**config.mk**
```make
export PLATFORM = sky130hd
export DESIGN_NAME = cpu_sequencer
export DESIGN_NICKNAME = d
export VERILOG_FILES = /design/src/rtl/cpu_pkg.sv /design/src/rtl/cpu_ir_reg.sv /design/src/rtl/cpu_sequencer.sv
export SDC_FILE = /design/constraint.sdc
export NUM_CORES = 1
export LEC_CHECK = 0
export ABC_AREA = 1
export CORE_UTILIZATION = 30
export DETAILED_ROUTE_END_ITERATION = 12
export GPL_TIMING_DRIVEN = 1
export PLACE_DENSITY = 0.67
export SLEW_MARGIN = 0
export SYNTH_ARGS = -nofsm -noshare
export SYNTH_HDL_FRONTEND = slang
export SYNTH_SLANG_ARGS = --single-unit
```
**constraint.sdc**
```tcl
create_clock -name clk -period 1.5 [get_ports clk]
set_input_delay 0.15 -clock clk [delete_from_list [all_inputs] [get_ports clk]]
set_output_delay 0.15 -clock clk [all_outputs]
set_load 0.1 [all_outputs]
```
**src/rtl/cpu_pkg.sv**
```systemverilog
// Shared definitions for the 8-bit accumulator CPU: opcode constants,
// sequencer state encodings and default bus widths.
package cpu_pkg;

  localparam int DATA_W_DEF = 8;
  localparam int ADDR_W_DEF = 13;

  typedef enum logic [2:0] {
    HLT = 3'b000,
    SKZ = 3'b001,
    ADD = 3'b010,
    AND = 3'b011,
    XOR = 3'b100,
    LDA = 3'b101,
    STO = 3'b110,
    JMP = 3'b111
  } opcode_t;

  typedef enum logic [3:0] {
    S0   = 4'd0,
    S1   = 4'd1,
    S2   = 4'd2,
    S3   = 4'd3,
    S4   = 4'd4,
    S5   = 4'd5,
    S6   = 4'd6,
    S7   = 4'd7,
    HALT = 4'd8
  } state_t;

endpackage

```
**src/rtl/cpu_ir_reg.sv**
```systemverilog
// Instruction register: two byte-wide load enables and a synchronous clear;
// splits the word into opcode and operand address.
module cpu_ir_reg #(
  parameter int DATA_W = 8,
  parameter int ADDR_W = 13
) (
  input  logic              clk,
  input  logic              clear,
  input  logic              load_hi,
  input  logic              load_lo,
  input  logic [DATA_W-1:0] data_in,
  output logic [2:0]        opcode,
  output logic [ADDR_W-1:0] ir_addr
);

  logic [2*DATA_W-1:0] ir;

  always_ff @(posedge clk) begin
    if (clear) begin
      ir <= '0;
    end else begin
      if (load_hi) ir[2*DATA_W-1:DATA_W] <= data_in;
      if (load_lo) ir[DATA_W-1:0]        <= data_in;
    end
  end

  assign opcode  = ir[2*DATA_W-1 -: 3];
  assign ir_addr = ir[ADDR_W-1:0];

endmodule

```
**src/rtl/cpu_sequencer.sv**
```systemverilog
// Fetch/decode sequencer: eight-cycle instruction cycle plus HALT.
// Optional CPU_SEQ_HALT_RESUME_EN adds a resume input that leaves HALT.
module cpu_sequencer
  import cpu_pkg::*;
#(
  parameter int DATA_W = DATA_W_DEF,
  parameter int ADDR_W = ADDR_W_DEF
) (
  input  logic              clk,
  input  logic              reset,
`ifdef CPU_SEQ_HALT_RESUME_EN
  input  logic              resume,
`endif
  input  logic [DATA_W-1:0] data_in,
  input  logic              zero,
  output logic [2:0]        opcode,
  output logic [ADDR_W-1:0] ir_addr,
  output logic              alu_ena,
  output logic              inc_pc,
  output logic              load_pc,
  output logic              load_acc,
  output logic              rd,
  output logic              wr,
  output logic              datactl_ena,
  output logic              halt
);

  state_t            state, next_state;
  logic              zero_p4;
  logic [2:0]        ir_opcode;
  logic [ADDR_W-1:0] ir_addr_raw;
  opcode_t           op;

  cpu_ir_reg #(.DATA_W(DATA_W), .ADDR_W(ADDR_W)) u_ir (
    .clk     (clk),
    .clear   (reset),
    .load_hi (state == S0),
    .load_lo (state == S1),
    .data_in (data_in),
    .opcode  (ir_opcode),
    .ir_addr (ir_addr_raw)
  );

  assign op      = opcode_t'(ir_opcode);
  assign opcode  = reset ? 3'b000 : ir_opcode;
  assign ir_addr = reset ? '0 : ir_addr_raw;

  always_ff @(posedge clk) begin
    if (reset) state <= S0;
    else       state <= next_state;
  end

  // SKZ decides in S4; the S5 increment reuses that decision so a skip is always two bytes
  always_ff @(posedge clk) begin
    if (state == S4) zero_p4 <= zero;
  end

  always_comb begin
    next_state = S0;
    case (state)
      S0:   next_state = S1;
      S1:   next_state = S2;
      S2:   next_state = S3;
      S3:   next_state = (op == HLT) ? HALT : S4;
      S4:   next_state = S5;
      S5:   next_state = S6;
      S6:   next_state = S7;
      S7:   next_state = S0;
`ifdef CPU_SEQ_HALT_RESUME_EN
      HALT: next_state = resume ? S0 : HALT;
`else
      HALT: next_state = HALT;
`endif
      default: next_state = S0;
    endcase
  end

  always_comb begin
    rd          = 1'b0;
    wr          = 1'b0;
    inc_pc      = 1'b0;
    load_pc     = 1'b0;
    load_acc    = 1'b0;
    alu_ena     = 1'b0;
    datactl_ena = 1'b0;
    halt        = 1'b0;
    if (!reset) begin
      case (state)
        S0: rd = 1'b1;
        S1: begin
          rd     = 1'b1;
          inc_pc = 1'b1;
        end
        S2: inc_pc = 1'b1;
        S3: alu_ena = 1'b1;
        S4: begin
          case (op)
            ADD, AND, XOR, LDA: rd = 1'b1;
            STO:                datactl_ena = 1'b1;
            JMP:                load_pc = 1'b1;
            SKZ:                inc_pc = zero;
            default: ;
          endcase
        end
        S5: begin
          case (op)
            ADD, AND, XOR, LDA: begin
              rd       = 1'b1;
              load_acc = 1'b1;
            end
            STO: begin
              datactl_ena = 1'b1;
              wr          = 1'b1;
            end
            JMP:     load_pc = 1'b1;
            SKZ:     inc_pc = zero_p4;
            default: ;
          endcase
        end
        S6:   datactl_ena = (op == STO);
        HALT: halt = 1'b1;
        default: ;
      endcase
    end
  end

endmodule

```
==> metrics.cfg, run 1 <==
[status]
status=complete, but fails checks
violations=negative setup slack

[sta]
worstMarginPinSlew_ns=0.287
setup_ws_ns=-0.110
rsz0062_at_grt=true
slew_violations=0
period_share_pct=107
max_clock_freq_mhz=621
skew_ns=0.00185
post-route-min-period_ns=1.61
setup_violations=6
final_hold_viol_count=0
maxSlewHeadroom_pct=80.8

[yosys]
synth_top_area_cell=dfxtp_1
ys_ff_latch=21
yosysUniqueCellTypes=23
synth_fp_nets=153
syn_inst=142
synth.top_cell.area_share_pct=39.3
ys_warn_count=0
syn_area_sq_mm=0.00102
synth_area_per_cell_sq_um=7.17
synth_area_leaders=dfxtp_1 (39%), inv_1 (8.8%), nor2_1 (8.5%)
yosysSeqAreaShare_pct=42.3

[power_and_ir_drop]
power.density_mw_per_mm2=845
leakage_nw=0.813
ir_drop_mv=0.584

[worst_setup_path]
worstPathRequired_ns=1.35
cp.arrival_ns=1.46
crit_path_end_kind=primary output
startpoint=state[1]
cp_max_fo=4
crit_path_start_kind=flip-flop
reg2regPathDepth=6
crit_type=reg -> out
r2r-end=u_ir.ir[12]
timing.rr.start=state[0]
reg2reg_slack_ns=0.16

[layout]
seq_area_sq_um=453
multiInputGateArea_sq_um=642
drive_above_1_share_pct=53.9
n_antenna_cell=0
n_fill_cell=270
finalCoreUtilization_pct=65.7
final_cell_mix=buf_12 (27), inv_1 (18), a21oi_1 (15)
synthToLayoutAreaGrowth_pct=102
layout_commonest_cell=buf_12
nNetsFinal=205
post_layout_nonfiller_instances=237

[grt]
grt_max_degree=17
gr-total-overflow=0
grt_pass1_wl_um=4400
grt_pass1_vias=1052
grt_usage_pct=16.0
antenna_found_initial=0

[floorplan]
die_area_sq_mm=0.00363
die_x_um=60.3
core_sq_mm=0.00313
initial_core_util_pct=32.6
io_pins=35
row_count=20
dieHeight_um=60.3

[routing]
wl_um=2800
via_per_inst=4.68
vias=1109
drt_iter0_drc=24
ant_nets=0
drtPass1Iterations=4
routedWlPerCell_um=11.8
drcViolationCount=0

[placement]
hpwl_um=2110
gp_congestion=0.874
portBuffers=34
placed_cells=222

[job]
max-cap-violations=0

[cts]
clock-root-buffer=clkbuf_4
cts-htree-levels=1
cts_made_buffers=3
clkTransAtPathRegs_ns=0.11
tritoncts=done
clock_sinks=21
postCtsHoldBufs=0
clock_latency_ns=0.29
cts.path.max_buffers=2

[min_path]
hold_end=u_ir.ir[12]
hp-start=u_ir.ir[12]
hold_depth=2
hold_path.class=reg -> reg

repair_timing:
item                       CTS  global route
buffers inserted             8             3
pin swaps                   10             7
gates resized for setup     18             9
setup endpoints to repair    7             9
worst max-delay path by stage:
| stage | endpoint | slack, ns |
|---|---|---|
| detailed placement | rd | 0.03 |
| global placement | ir_addr[0] | 0.04 |
| floorplan | ir_addr[0] | -0.36 |
| global route | inc_pc | -0.19 |
| finish | inc_pc | -0.11 |
| CTS | inc_pc | -0.09 |
sequential cells by signal, indices dropped and copies added (netlist names):
register  cells
state         4
zero_p4       1
u_ir.ir      16
layer usage:
metal / track usage (%) / up-vias / wire length (um)
met1: 19.1 / 507 / 1170
met5: 0 / - / 0
met4: 4.98 / 0 / 54
li1: - / 552 / -
met3: 3.25 / 8 / 143
met2: 28.4 / 42 / 1430
worst max-delay path, stage by stage (launching register included):
cell and delay [ns]:
dfxtp_4 0.41, buf_4 0.16, nand2_1 0.08, nand2_1 0.08, nand2_2 0.07, a21oi_4 0.17, buf_12 0.19
cells in the mapped netlist:
cell type,n
dfxtp_1,20
buf_6,2
nor3_2,1
clkbuf_4,1
o22ai_1,1
nand2_4,1
o21ai_0,12
clkbuf_1,2
edfxtp_1,1
nand3_1,5
nor2_4,1
nor2_1,23
a211oi_1,1
nor4_1,1
o21ai_2,4
nand2_2,1
inv_1,24
nor3_1,2
a21oi_1,17
nor2_2,1
a21oi_2,3
inv_2,5
nand2_1,13
cells by family after synthesis:
kind of cell / after synthesis / share of synthesized area (%)
DFF: 21 / 42.3
and+or+nand+nor: 49 / 21.7
AOI/OAI and AO/OA: 38 / 21.6
buffers and inverters: 34 / 14.4
area by class of cell:
type                       count  share of cell area [%]
inverter                      29                    5.78
clock buffer                   4                    1.28
multi-input combinational     87                    31.2
tap                           44                    2.68
sequential                    21                    22.0
timing repair buffer          52                    37.0
report_power, final:
group          internal [mW]  switching [mW]  leakage, nW  total, mW
Combinational          0.292           0.521        0.619      0.813
Clock                  0.103           0.167       0.0150      0.270
Sequential             0.618          0.0364        0.178      0.654
through the flow:
stage	power, mW	hold WS (ns)	area, sq um	TNS [ns]	setup WS [ns]
floorplan	1.17	0.249	1180	-3.45	-0.360
global placement	1.41	0.439	1860	0	0.0386
detailed placement	1.43	0.445	1860	0	0.0346
CTS	1.72	0.456	1990	-0.348	-0.0865
global route	1.81	0.439	2060	-0.833	-0.188
finish	1.74	0.458	2060	-0.290	-0.110
Power figures use the tool's default switching activity.
==> run 2, diff against run 1 <==
Settings changed: CTS_BUF_LIST set to sky130_fd_sc_hd__clkbuf_16.
==> run 2 against run 1 <==
Effect of this change: the flow still finishes with violations (negative setup slack); clock power rose by 100%; global-route usage did not move; final cell count fell by 0.84%; utilization did not move; critical path depth rose by 1; register-to-register slack improved by 0.06 ns; first-iteration DRC count rose by 13%; sequential share of layout area fell by 0.12 points; largest power group unchanged; final area did not move; sequential cell count did not move; die area did not move; clock skew rose by 0.00083 ns.
==> metrics.cfg, run 2 (same netlist as run 1, synthesis figures left out) <==
[layout]
largest_reg_flops=16  ; unchanged
nNetsFinal=203  ; -0.98%
seq_area_sq_um=450  ; -0.55%
n_antenna_cell=0  ; unchanged
top_register=u_ir.ir
multiInputGateArea_sq_um=613  ; -4.5%
synthToLayoutAreaGrowth_pct=102  ; unchanged
layout_commonest_cell=buf_12
finalCoreUtilization_pct=65.7  ; unchanged
final_cell_mix=buf_12 (27), inv_1 (19), a21oi_1 (15)
n_fill_cell=270  ; unchanged
drive_above_1_share_pct=52.4  ; -1.5 points
reg_top3=u_ir.ir: 16 flops, state: 4 flops, zero_p4: 1 flops

[worst_setup_path]
critPathBufInv=3  ; +1
crit_chain=inv_2 > nor2_4 > inv_1 > nand2_1 > nand2_2 > a21oi_4 > buf_12
cp.arrival_ns=1.38  ; -0.08 ns
cp_max_fo=4  ; unchanged
timing.rr.start=state[0]
worstPathRequired_ns=1.35  ; about the same
path_delay_family=flip-flops
slowest_stage=dfxtp_4
startpoint=state[0]
crit_path_start_kind=flip-flop
crit_type=reg -> out
crit_path_end_kind=primary output
cpPeakStageDelay_ns=0.35  ; -0.06 ns

[sta]
maxSlewHeadroom_pct=81.0  ; +0.25 points
period_share_pct=102  ; -5.2 points
skew_ns=0.00267  ; +0.000826 ns
slew_violations=0  ; unchanged
setup_ws_ns=-0.0324  ; +0.0777 ns
worstMarginPinSlew_ns=0.284  ; -0.00371 ns
fin_tns_setup_ns=-0.0324  ; +0.258 ns
post-route-min-period_ns=1.53  ; -0.0777 ns
setup_violations=1  ; -5
max_clock_freq_mhz=653  ; +5.1%
final_hold_viol_count=0  ; unchanged
whs_ns=0.377  ; -0.0815 ns
rsz0062_at_grt=true

[routing]
drt_iter0_drc=27  ; +13%
routedWlPerCell_um=11.4  ; -3.2%
ant_nets=0  ; unchanged
highest_layer=met4
via_per_inst=4.60  ; -1.6%
wl_met1_um=1080  ; -7.9%
drtPass1Iterations=4  ; unchanged
wl_um=2690  ; -4.0%
drcViolationCount=0  ; unchanged
wl_met3_um=138  ; -3.5%
met2_length_um=1420  ; -1.1%
vias=1082  ; -2.4%

[placement]
hpwl_um=2110  ; unchanged
portBuffers=34  ; unchanged
gp_congestion=0.874  ; unchanged
pre_cts_ws_ns=0.0346  ; unchanged

[power_and_ir_drop]
p_seq_share_pct=33.0  ; -4.7 points
comb_power_share_pct=39.6  ; -7.2 points
power.density_mw_per_mm2=968  ; +15%
p_sw_share_pct=37.0  ; -4.7 points
p_int_mw=1.25  ; +24%
p_sw_uw=735  ; +1.6%
ir_drop_mv=0.573  ; -2.0%
p_clk_share_pct=27.4  ; +12 points
leakage_nw=0.834  ; +2.6%

[grt]
antenna_found_initial=0  ; unchanged
grt_pass1_wl_um=4390  ; -0.32%
grt_pass1_vias=1067  ; +1.4%
grt_usage_pct=16.0  ; unchanged
gr-total-overflow=0  ; unchanged
grt_max_degree=17  ; unchanged

[min_path]
hp-start=reset
hold_path.class=in -> reg

[cts]
clkTransAtPathRegs_ns=0.05  ; -0.06 ns
cts-htree-levels=1  ; unchanged
clock-root-buffer=clkbuf_16
cts_made_buffers=3  ; unchanged
postCtsHoldBufs=0  ; unchanged
tritoncts=done
cts.path.max_buffers=2  ; unchanged
clock_latency_ns=0.25  ; -0.04 ns
clock_sinks=21  ; unchanged

[floorplan]
die_x_um=60.3  ; unchanged
row_count=20  ; unchanged
dieHeight_um=60.3  ; unchanged
initial_core_util_pct=32.6  ; unchanged
io_pins=35  ; unchanged
die_area_sq_mm=0.00363  ; unchanged
core_sq_mm=0.00313  ; unchanged

[job]
max-cap-violations=0  ; unchanged

[status]
violations=negative setup slack
status=complete, but fails checks

## run 2: power groups by stage
stage / Clock, mW / Sequential, mW / Combinational (mW)
after floorplan: 0 / 0.667 / 0.508
after global placement: 0 / 0.672 / 0.741
after detailed placement: 0 / 0.675 / 0.752
after CTS: 0.559 / 0.656 / 0.778
after global routing: 0.578 / 0.660 / 0.828
final: 0.545 / 0.657 / 0.787
## run 2: path summary, 6_finish.rpt
kind | cells past startpoint | end | slack, ns
worst max-delay path | 7 | inc_pc | -0.03
worst min-delay path | 4 | state[2] | 0.38
worst max register to register | 7 | u_ir.ir[2] | 0.22
worst min register to register | 2 | u_ir.ir[12] | 0.45
## run 2: layer usage
| layer | vias up | track usage [%] |
|---|---|---|
| met5 | - | 0 |
| met4 | 0 | 5.98 |
| met3 | 8 | 4.11 |
| met2 | 35 | 27.6 |
| met1 | 490 | 18.8 |
| li1 | 549 | - |
## run 2: layout make-up
cell class / instances / area share (%)
multi-input combinational: 87 / 29.8
tap: 44 / 2.68
clock inverter: 1 / 0.183
sequential: 21 / 21.9
inverter: 29 / 5.54
timing repair buffer: 50 / 36.2
clock buffer: 3 / 3.65
## run 2: metrics by stage
stage / cell area (sq um) / power, mW / std cells
finish: 2060 / 1.99 / 235
global route: 2060 / 2.07 / 235
CTS: 2000 / 1.99 / 231
detailed placement: 1860 / 1.43 / 222
global placement: 1860 / 1.41 / 222
floorplan: 1180 / 1.17 / 142
## run 2: what timing repair did
action / 4_1_cts / 5_1_grt
pin swaps: 6 / 4
endpoints found under the setup margin: 5 / 9
endpoints found under the hold margin: 0 / 0
resized for setup: 10 / 8
buffers inserted: 5 / 4
## run 2: worst reg2reg max path: stages, from the launching register on
cell	delay [ns]
dfxtp_4	0.35
inv_2	0.06
nor2_4	0.15
buf_4	0.13
buf_4	0.11
nand2_4	0.12
o21ai_0	0.20
a21oi_1	0.06
